File: src/rtl/riscv_cache_assoc_line.sv
// riscv_cache_assoc_line
//   Fully associative, move-to-front (LRU) cache between the core load/store
//   unit and a word-wide memory. Lines hold LINE_WORDS 32-bit words and are
//   filled word by word on a read miss. Stores are written through with byte
//   enables and never allocate; a store hit merges the enabled bytes into the
//   cached word. invalidate_all clears every valid bit on the next edge.
//
// Ports
//   clock, reset_n            clock, asynchronous active-low reset
//   data_address/width        core byte address, access width (0 byte, 1 half, 2 word)
//   data_read/data_write      core request, held stable until data_ready
//   data_in                   store data, LSB-aligned
//   data_out                  load word shifted right by address[1:0]*8
//   data_ready                one-cycle completion pulse
//   invalidate_all            clear all valid bits
//   memory_address            word-aligned memory address
//   memory_read/memory_write  memory request, held until memory_ready
//   memory_byte_enable        byte lanes for memory_write
//   memory_out                store data aligned to its lanes
//   memory_in                 memory read data
//   memory_ready              one-cycle memory completion pulse
//   memory_address_requested  address that memory_in belongs to

module riscv_cache_assoc_line #(
  parameter int unsigned ENTRIES    = 8,
  parameter int unsigned LINE_WORDS = 4
) (
  input  logic        clock,
  input  logic        reset_n,
  input  logic [31:0] data_address,
  input  logic [1:0]  data_width,
  input  logic        data_read,
  input  logic        data_write,
  input  logic [31:0] data_in,
  output logic [31:0] data_out,
  output logic        data_ready,
  input  logic        invalidate_all,
  output logic [31:0] memory_address,
  output logic        memory_read,
  output logic        memory_write,
  output logic [3:0]  memory_byte_enable,
  output logic [31:0] memory_out,
  input  logic [31:0] memory_in,
  input  logic        memory_ready,
  input  logic [31:0] memory_address_requested
);

  localparam int unsigned OFF = $clog2(LINE_WORDS) + 2;
  localparam int unsigned WB  = (LINE_WORDS > 1) ? $clog2(LINE_WORDS) : 1;
  localparam int unsigned IW  = $clog2(ENTRIES);
  localparam int unsigned TW  = 32 - OFF;

  typedef enum logic [1:0] {ST_IDLE, ST_FILL, ST_WRITE, ST_DONE} state_t;

  state_t             state;
  logic [ENTRIES-1:0] valid;
  logic [TW-1:0]      tags  [ENTRIES];
  logic [31:0]        lines [ENTRIES][LINE_WORDS];
  // order[0] is most recently used, order[ENTRIES-1] is the eviction victim
  logic [IW-1:0]      order [ENTRIES];
  logic [IW-1:0]      new_order [ENTRIES];

  logic [IW-1:0] victim;
  logic [TW-1:0] fill_tag;
  logic [WB-1:0] fill_cnt;
  logic          fill_killed;

  logic [TW-1:0] req_tag;
  logic [WB-1:0] req_word;
  logic [4:0]    req_shift;
  logic          hit;
  logic [IW-1:0] hit_idx;
  logic [IW-1:0] touch_idx;
  logic [IW-1:0] touch_pos;
  logic          do_touch;
  logic          fill_accept;
  logic          fill_last;
  logic          install;
  logic          write_merge;
  logic [3:0]    byte_en;
  logic [31:0]   wdata;

  assign req_tag   = data_address[31:OFF];
  assign req_shift = {data_address[1:0], 3'b000};

  generate
    if (LINE_WORDS > 1) begin : g_word
      assign req_word = data_address[OFF-1:2];
    end else begin : g_noword
      assign req_word = '0;
    end
  endgenerate

  always_comb begin
    hit     = 1'b0;
    hit_idx = '0;
    for (int unsigned i = 0; i < ENTRIES; i++) begin
      if (valid[i] && tags[i] == req_tag) begin
        hit     = 1'b1;
        hit_idx = IW'(i);
      end
    end
  end

  assign fill_accept = (state == ST_FILL) && memory_ready &&
                       (memory_address_requested == memory_address);
  assign fill_last   = (fill_cnt == WB'(LINE_WORDS - 1));
  // an invalidate seen at any point of the fill, including the final edge, suppresses install
  assign install     = fill_accept && fill_last && !fill_killed && !invalidate_all;
  assign write_merge = (state == ST_WRITE) && memory_ready && hit && !invalidate_all;

  assign touch_idx = (state == ST_FILL) ? victim : hit_idx;
  assign do_touch  = install || write_merge ||
                     ((state == ST_IDLE) && data_read && hit);

  always_comb begin
    touch_pos = '0;
    for (int unsigned i = 0; i < ENTRIES; i++) begin
      if (order[i] == touch_idx) touch_pos = IW'(i);
    end
    new_order[0] = touch_idx;
    for (int unsigned i = 1; i < ENTRIES; i++) begin
      if (i <= 32'(touch_pos)) new_order[i] = order[i-1];
      else                     new_order[i] = order[i];
    end
  end

  always_comb begin
    case (data_width)
      2'd0:    byte_en = 4'b0001 << data_address[1:0];
      2'd1:    byte_en = 4'b0011 << data_address[1:0];
      default: byte_en = 4'b1111;
    endcase
    wdata = data_in << req_shift;
  end

  always_comb begin
    memory_read        = 1'b0;
    memory_write       = 1'b0;
    memory_address     = '0;
    memory_byte_enable = '0;
    memory_out         = '0;
    case (state)
      ST_FILL: begin
        memory_read    = 1'b1;
        memory_address = {fill_tag, {OFF{1'b0}}} | ({{(32-WB){1'b0}}, fill_cnt} << 2);
      end
      ST_WRITE: begin
        memory_write       = 1'b1;
        memory_address     = {data_address[31:2], 2'b00};
        memory_byte_enable = byte_en;
        memory_out         = wdata;
      end
      default: ;
    endcase
  end

  assign data_ready = (state == ST_DONE);

  always_ff @(posedge clock or negedge reset_n) begin
    if (!reset_n) begin
      state       <= ST_IDLE;
      valid       <= '0;
      for (int unsigned i = 0; i < ENTRIES; i++) order[i] <= IW'(i);
      victim      <= '0;
      fill_tag    <= '0;
      fill_cnt    <= '0;
      fill_killed <= 1'b0;
      data_out    <= '0;
    end else begin
      if (do_touch) order <= new_order;
      case (state)
        ST_IDLE: begin
          if (data_read) begin
            if (hit) begin
              data_out <= lines[hit_idx][req_word] >> req_shift;
              state    <= ST_DONE;
            end else begin
              // victim is invalidated up front so its words can be overwritten safely
              victim                 <= order[ENTRIES-1];
              valid[order[ENTRIES-1]] <= 1'b0;
              fill_tag               <= req_tag;
              fill_cnt               <= '0;
              fill_killed            <= 1'b0;
              state                  <= ST_FILL;
            end
          end else if (data_write) begin
            state <= ST_WRITE;
          end
        end
        ST_FILL: begin
          if (invalidate_all) fill_killed <= 1'b1;
          if (fill_accept) begin
            if (fill_cnt == req_word) data_out <= memory_in >> req_shift;
            if (fill_last) begin
              if (install) valid[victim] <= 1'b1;
              state <= ST_DONE;
            end else begin
              fill_cnt <= fill_cnt + 1'b1;
            end
          end
        end
        ST_WRITE: begin
          if (memory_ready) begin
            data_out <= '0;
            state    <= ST_DONE;
          end
        end
        default: state <= ST_IDLE;
      endcase
      if (invalidate_all) valid <= '0;
    end
  end

  always_ff @(posedge clock) begin
    if ((state == ST_IDLE) && data_read && !hit) tags[order[ENTRIES-1]] <= req_tag;
    if (fill_accept) lines[victim][fill_cnt] <= memory_in;
    if (write_merge) begin
      for (int unsigned b = 0; b < 4; b++) begin
        if (byte_en[b]) lines[hit_idx][req_word][8*b +: 8] <= wdata[8*b +: 8];
      end
    end
  end

endmodule

File: config.mk
export PLATFORM = sky130hd
export DESIGN_NAME = riscv_cache_assoc_line
export DESIGN_NICKNAME = d
export VERILOG_FILES = /design/src/rtl/riscv_cache_assoc_line.sv
export SDC_FILE = /design/constraint.sdc
export NUM_CORES = 2
export LEC_CHECK = 0
export ABC_CLOCK_PERIOD_IN_PS = 5000
export CELL_PAD_IN_SITES_DETAIL_PLACEMENT = 1
export CELL_PAD_IN_SITES_GLOBAL_PLACEMENT = 2
export CORE_MARGIN = 2
export CORE_UTILIZATION = 35
export CTS_CLUSTER_SIZE = 20
export DETAILED_ROUTE_END_ITERATION = 16
export HOLD_SLACK_MARGIN = 0.03
export PLACE_DENSITY = 0.76
export SLEW_MARGIN = 20
export SYNTH_ARGS = -nofsm -noshare
export SYNTH_HDL_FRONTEND = slang
export SYNTH_SLANG_ARGS = --single-unit
File: constraint.sdc
create_clock -name clock -period 5 [get_ports clock]
set_input_delay 0.75 -clock clock [delete_from_list [all_inputs] [get_ports clock]]
set_output_delay 0.75 -clock clock [all_outputs]
set_load 0.01 [all_outputs]
Word-level counts from Yosys, hierarchy flattened
Memory sizes are Yosys's and may differ from the RTL's.
Cells that the tools add are included.
{"block": "op_classes", "addsub": 1, "mul": 0, "div_mod_pow": 0, "n_lt_le_gt_ge": 15, "n_eq_ne": 37, "n_shift": 5, "mux": 478, "bitwise": 391, "n_reduce_logical": 47}
{"operator": "$mux 128", "n": 7}
{"operator": "$mux 1", "n": 412}
{"operator": "$or 1x1->1", "n": 384}
{"operator": "$demux 32 s2", "n": 5}
{"operator": "$mux 32", "n": 10}
{"operator": "$eq 28x28->1", "n": 8}
{"operator": "$reduce_or 128->1", "n": 1}
{"operator": "$pmux 32 s3", "n": 1}
{"operator": "$bmux 32 s2", "n": 1}
{"operator": "$pmux 32 s2", "n": 1}
{"operator": "$shr 32x5->32", "n": 2}
{"operator": "$mux 8", "n": 7}
{"operator": "$mux 3", "n": 14}
{"operator": "$eq 32x32->1", "n": 1}
{"operator": "$or 32x4->32", "n": 1}
{"operator": "$shl 32x5->32", "n": 1}
{"operator": "$mux 24", "n": 1}
{"operator": "$logic_and 1x1->1", "n": 23}
{"operator": "$eq 3x3->1", "n": 7}
{"operator": "$mux 2", "n": 10}
{"operator": "$ne 3x3->1 const B", "n": 6}
{"operator": "$mux 16", "n": 1}
{"operator": "$ne 2x2->1 const B", "n": 8}
{"operator": "$pmux 8 s2", "n": 1}
{"operator": "35 further kinds", "n": 61}
{"block": "totals", "register_bits": 100, "latch_bits": 0, "ram_bits": 1248, "rom_bits": 0, "output_inout_bits": 103, "wordCells": 991, "n_memories": 2}
{"memory": "lines", "depth": 8, "word_bits": 128, "rd": 1, "rd_clocked_by_memory_dff": 0, "write_ports": 1, "line_no": "58", "source": "logic [31:0] lines [ENTRIES][LINE_WORDS];"}
{"memory": "tags", "depth": 8, "word_bits": 28, "rd": 8, "rd_clocked_by_memory_dff": 0, "write_ports": 1, "line_no": "57", "source": "logic [TW-1:0] tags [ENTRIES];"}

Depth between registers and ports, before layout
An unclocked memory read counts as a cell.
{"block": "depth", "depth_word": 21, "ltp_mapped": 19}

Least setup slack after synthesis
No wires, ideal clock.
{"block": "synth_timing", "kind": "in2reg", "start": "input data_address[28]", "end": "memory tags[1][0] (netlist bit), enable pin", "setup_ns": 0.448, "arrival_ns": 5.167, "required_time_ns": 4.552, "setup_slack_ns": -0.615, "path_stages": 13, "path_cell_list": "buf_4 > xor2_1 > nor2_1 > and3b_1 > and4_1 > nor4_1 > clkbuf_1 > and3_1 > and3_1 > clkbuf_1 > buf_1 > nand2_1 > nor3_1"}
{"block": "synth_between", "elab_chain_cells": 14}
{"element": "from (decl)", "line_no": "30", "source": "input logic [31:0] data_address,"}
{"element": "$eq 28x28->1", "line_no": "98", "source": "if (valid[i] && tags[i] == req_tag) begin"}
{"element": "$logic_and 1x1->1", "line_no": "98"}
{"element": "$mux 1 (7 in a row)", "line_no": "98"}
{"element": "$mux 1 (*)", "line_no": "98"}
{"element": "$logic_not 1->1 (*)", "line_no": "216", "source": "if ((state == ST_IDLE) && data_read && !hit) tags[order[ENTRIES-1]] <= req_tag;"}
{"element": "$logic_and 1x1->1 (*)", "line_no": "216"}
{"element": "$mux 1 (*)", "line_no": "216"}
{"element": "$mux 1 (implied by the code) (*)", "line_no": "216"}
{"element": "to (decl)", "line_no": "57"}
Mark *: on every way between the ends. The rest lies on a longest branch, timed or not.

Worst setup path after layout
{"block": "layout_timing", "start": "input data_address[18]", "end": "register data_out[3]"}
{"block": "layout_between", "elab_chain_cells": 17}
{"element": "$eq 28x28->1", "line_no": "98"}
{"element": "$logic_and 1x1->1", "line_no": "98"}
{"element": "$mux 1", "line_no": "98"}
{"element": "$mux 3 (6 in a row)", "line_no": "98"}
{"element": "$mem_v2 8x128"}
{"element": "$bmux 32 s2", "line_no": "176", "source": "data_out <= lines[hit_idx][req_word] >> req_shift;"}
{"element": "$mux 32 (implied by the code) (2 in a row)", "line_no": "176"}
{"element": "$shr 32x5->32", "line_no": "176"}
{"element": "$mux 32", "line_no": "175", "source": "if (hit) begin"}
{"element": "$mux 32", "line_no": "174", "source": "if (data_read) begin"}
{"element": "$pmux 32 s3", "line_no": "172", "source": "case (state)"}
{"element": "to (signal assigned)", "line_no": "176"}
{"element": "to (signal assigned)", "line_no": "194", "source": "if (fill_cnt == req_word) data_out <= memory_in >> req_shift;"}
{"element": "to (decl)", "line_no": "35", "source": "output logic [31:0] data_out,"}
Parallel ways exist; a longest one is shown, timed or not. The select of a mux whose other input is x is not followed.
A chain may end at the register's enable or synchronous reset.

==> results.ini <==
[run_status]
status=completed

[global_route]
use_met1=0.340
grtUsageTotal=0.266
antenna_found_initial=8
gr-usage-met3=0.0515
grt_pass1_vias=44400
grt.overflow.total=0
grt_pass1_wl_um=323000
gr-max-usage-layer=met2
use_met2=0.435
grt_start_max_net_pins=67

[cts]
numCtsBuffers=146
cts_tree=yes
cts.sink_count=1348
worstSkewPairLatency_ns=0.82
clkTransAtPathRegs_ns=0.07
cts_buffer_depth=3
h-tree-depth=4
cts_root_buf=clkbuf_16

[synth]
synth_area_leaders=edfxtp_1, nand2_1, dfrtp_1, mux2i_1, xnor2_1
synth_area_um2=57800
synth-edff-count=1248
synth_top_area_frac=0.648
synth_seq_cells=1348
syn_avg_cell_area_um2=13.3
synth_ff_type=edfxtp_1
syn_inst=4332
yosys_warnings=0
synth-seq-area-share=0.692
yosysTopAreaCell=edfxtp_1
yosysUniqueCellTypes=86
synthArstFlopShare=0.0742

[worst_setup_path]
path_delay_family=buffers and inverters
max_stage_delay_ns=0.51
rr_startpoint=state[1]$_DFFE_PN0P_
arrival_ns=5.66
crit_chain=clkdlybuf4s50_1, buf_12, buf_4, xnor2_1, nand4_1, nor4_2, buf_4, o311ai_2, buf_4, a311oi_4, buf_12, buf_16, mux2_2, o21ai_0, a21oi_1, nor3_2, buf_4, a211o_1, o21ai_1, o22a_1, a22o_1
cp.depth=21
crit_type=primary input to flip-flop
path_common_cell=buf_4
cp_data_required_time_ns=5.69
crit_fanout=43
reg2reg_depth=16
start_kind=primary input
r2r-end=lines[1][113]$_DFFE_PP_
reg2reg_slack_ns=0.15
crit_path_end_kind=flip-flop
crit_slowest_cell=clkdlybuf4s50_1
crit_buf_inv=8

[timing]
period_share=0.994
setup_violations=0
period_needed_ns=4.97
hold_violations=0
slew_violations=0
timing.fmax_ghz=0.201
relSlewSlack=0.217
skew_ns=0.0663
tightest_slew_ns=1.17

[floorplanning]
dieArea_um2=168000
fp-row-count=149
coreArea_um2=164000
ios=239
die_x_um=410
dieHeight_um=410
start_util=0.352

[pwr]
p_comb_frac=0.179
vdd_drop_max_mv=0.294
power_leakage_nw=25.9
p_int_w=0.0208
p_sw_w=0.00782
p_per_area_nw_per_um2=385
seq_power_share=0.448
sw_frac_of_total=0.273
p_total_w=0.0287
pwr-share-clk=0.373

[drt]
wl_per_cell_um=30.0
drc_errors=0
viasPerCell=5.68
drtIter0Drc=4639
vias=43000
drtPass1Iterations=6
ant_nets=0
drt_wl_total_um=227000

[final_layout]
multiInputGateArea_um2=16900
seq_area_um2=40000
final_layout_size_suffix_gt1_frac=0.224
nFillCells=16800
postLayoutCellArea_um2=74500
area_delta_synth_final_pct=28.9
nets=5403

[place]
port_buffers=236
place_hpwl_um=163000
dpl_cell_area_um2=69600
place_congestion=0.964

[worst_hold_path]
holdCritPathClass=primary input to async pin

[job]
max_cap_violations=0

-- per-stage QoR --
stage | worst slack (ns) | cells | TNS (ns) | util | hold slack [ns]
5_1_grt | -0.0317 | 7565 | -0.609 | 0.453 | 0.140
3_3_place_gp | -1.27 | 7292 | -405.77 | 0.423 | 0.459
6_report | 0.0320 | 7566 | 0 | 0.453 | 0.0957
4_1_cts | 0.00537 | 7557 | 0 | 0.452 | 0.0991
3_5_place_dp | -1.21 | 7292 | -531.90 | 0.423 | 0.484
2_1_floorplan | 0.132 | 4333 | 0 | - | 0.443
-- power groups by stage --
stage	Clock (W)	Combinational, W	Sequential, W
after floorplan	0	0.00201	0.0130
after detailed placement	0	0.00495	0.0131
after global placement	0	0.00487	0.0130
after global routing	0.0112	0.00534	0.0128
final	0.0107	0.00512	0.0128
after CTS	0.0108	0.00499	0.0128
-- cell usage in the layout, fill, tap and decap left out, types with 39 or more instances in the layout --
cell             Yosys  routed
xnor2_1            173     169
nor3_1              43      39
nand2_1            681     680
nor2_1             246     231
nor4_1              48      42
nand3_1            230     229
clkdlybuf4s50_1      0     232
a221oi_1            44      44
mux2i_1            169     169
clkbuf_1           138      43
a21oi_1            132     123
a31oi_1             70      69
xor2_1              96      96
dfrtp_1             88      88
clkbuf_16            0     149
o21ai_0            127     118
edfxtp_1          1248    1248
buf_12               0     134
buf_4               30     663
and3_1              57      57
mux2_2              98      98
nand4_1             73      73
a22oi_1             43      42
-- cell usage after synthesis, types with 8 or more instances --
library cell  instances
nor3_1               43
nand4_1              73
dfstp_2              12
a22oi_1              43
o31a_1                8
a22o_1               10
and2_1               30
a311oi_1             14
ha_1                  9
a31oi_1              70
clkbuf_1            138
nand2b_1             10
a32oi_1              11
nor2b_1              20
o221ai_1             12
nand2_1             681
buf_4                30
nand3_1             230
a221oi_1             44
dfrtp_1              88
and3_1               57
inv_1                22
buf_2                63
or2_2                 8
o2111ai_1             8
a21o_1               17
nor2_1              246
mux2_1                9
a211oi_1             37
xnor2_1             173
mux2i_1             169
o22ai_1              17
buf_1                29
mux2_2               98
edfxtp_1           1248
a211o_1               8
nor4_1               48
o211ai_1             14
xor2_1               96
a21oi_1             132
o21ai_0             127
-- layout make-up --
type	count	area share
well taps	2189	0.0368
diodes	2	0.0000672
inverters	24	0.00126
clock inverters	71	0.00981
clock buffers	194	0.0526
repair buffers	1037	0.135
flip-flops and latches	1348	0.537
multi-input cells	2701	0.227
-- registers in the layout, indices dropped and copies added, names as in the netlist --
name,count
order,24
valid,8
tags,224
fill_cnt,2
lines,1024
fill_killed,1
victim,3
fill_tag,28
state,2
data_out,32
-- metal layers --
metal  part of all wire  up-vias
met1               0.40    22300
li1                   -    18100
met3              0.081      499
met2               0.47     2047
met4              0.050        8
met5            0.00036        -
-- cell families (layout without fill, tap and decap cells) --
kind of cell	count (synthesis)	after routing	synth area share
adders and majority gates	9	9	0.00195
xor gates and xnor gates	269	269	0.0408
other	1	4	0.0000649
AOI/OAI and AO/OA	651	651	0.0763
DFF	1348	1348	0.692
and+or+nand+nor	1493	1493	0.117
buffers and inverters	284	1326	0.0218
muxes	277	277	0.0505
-- worst max path at each step --
| stage | endpoint | slack, ns | start |
|---|---|---|---|
| finish | data_out[3]$_DFFE_PN0P_ | 0.03 | data_address[18] |
| floorplan | tags[3][0]$_DFFE_PP_ | 0.13 | data_address[28] |
| detailed placement | data_out[1]$_DFFE_PN0P_ | -1.21 | data_address[25] |
| global route | lines[2][116]$_DFFE_PP_ | -0.03 | state[1]$_DFFE_PN0P_ |
| global placement | data_out[1]$_DFFE_PN0P_ | -1.27 | data_address[25] |
| CTS | data_out[3]$_DFFE_PN0P_ | 0.005 | data_address[7] |
-- what timing repair did --
action / CTS / global route
hold buffers: 0 / 0
gates resized for setup: 10 / 32
pin swaps: 0 / 1
buffers inserted: 0 / 7
setup endpoints to repair: 5 / 283
No activity file was read; power rests on OpenSTA's default activity.
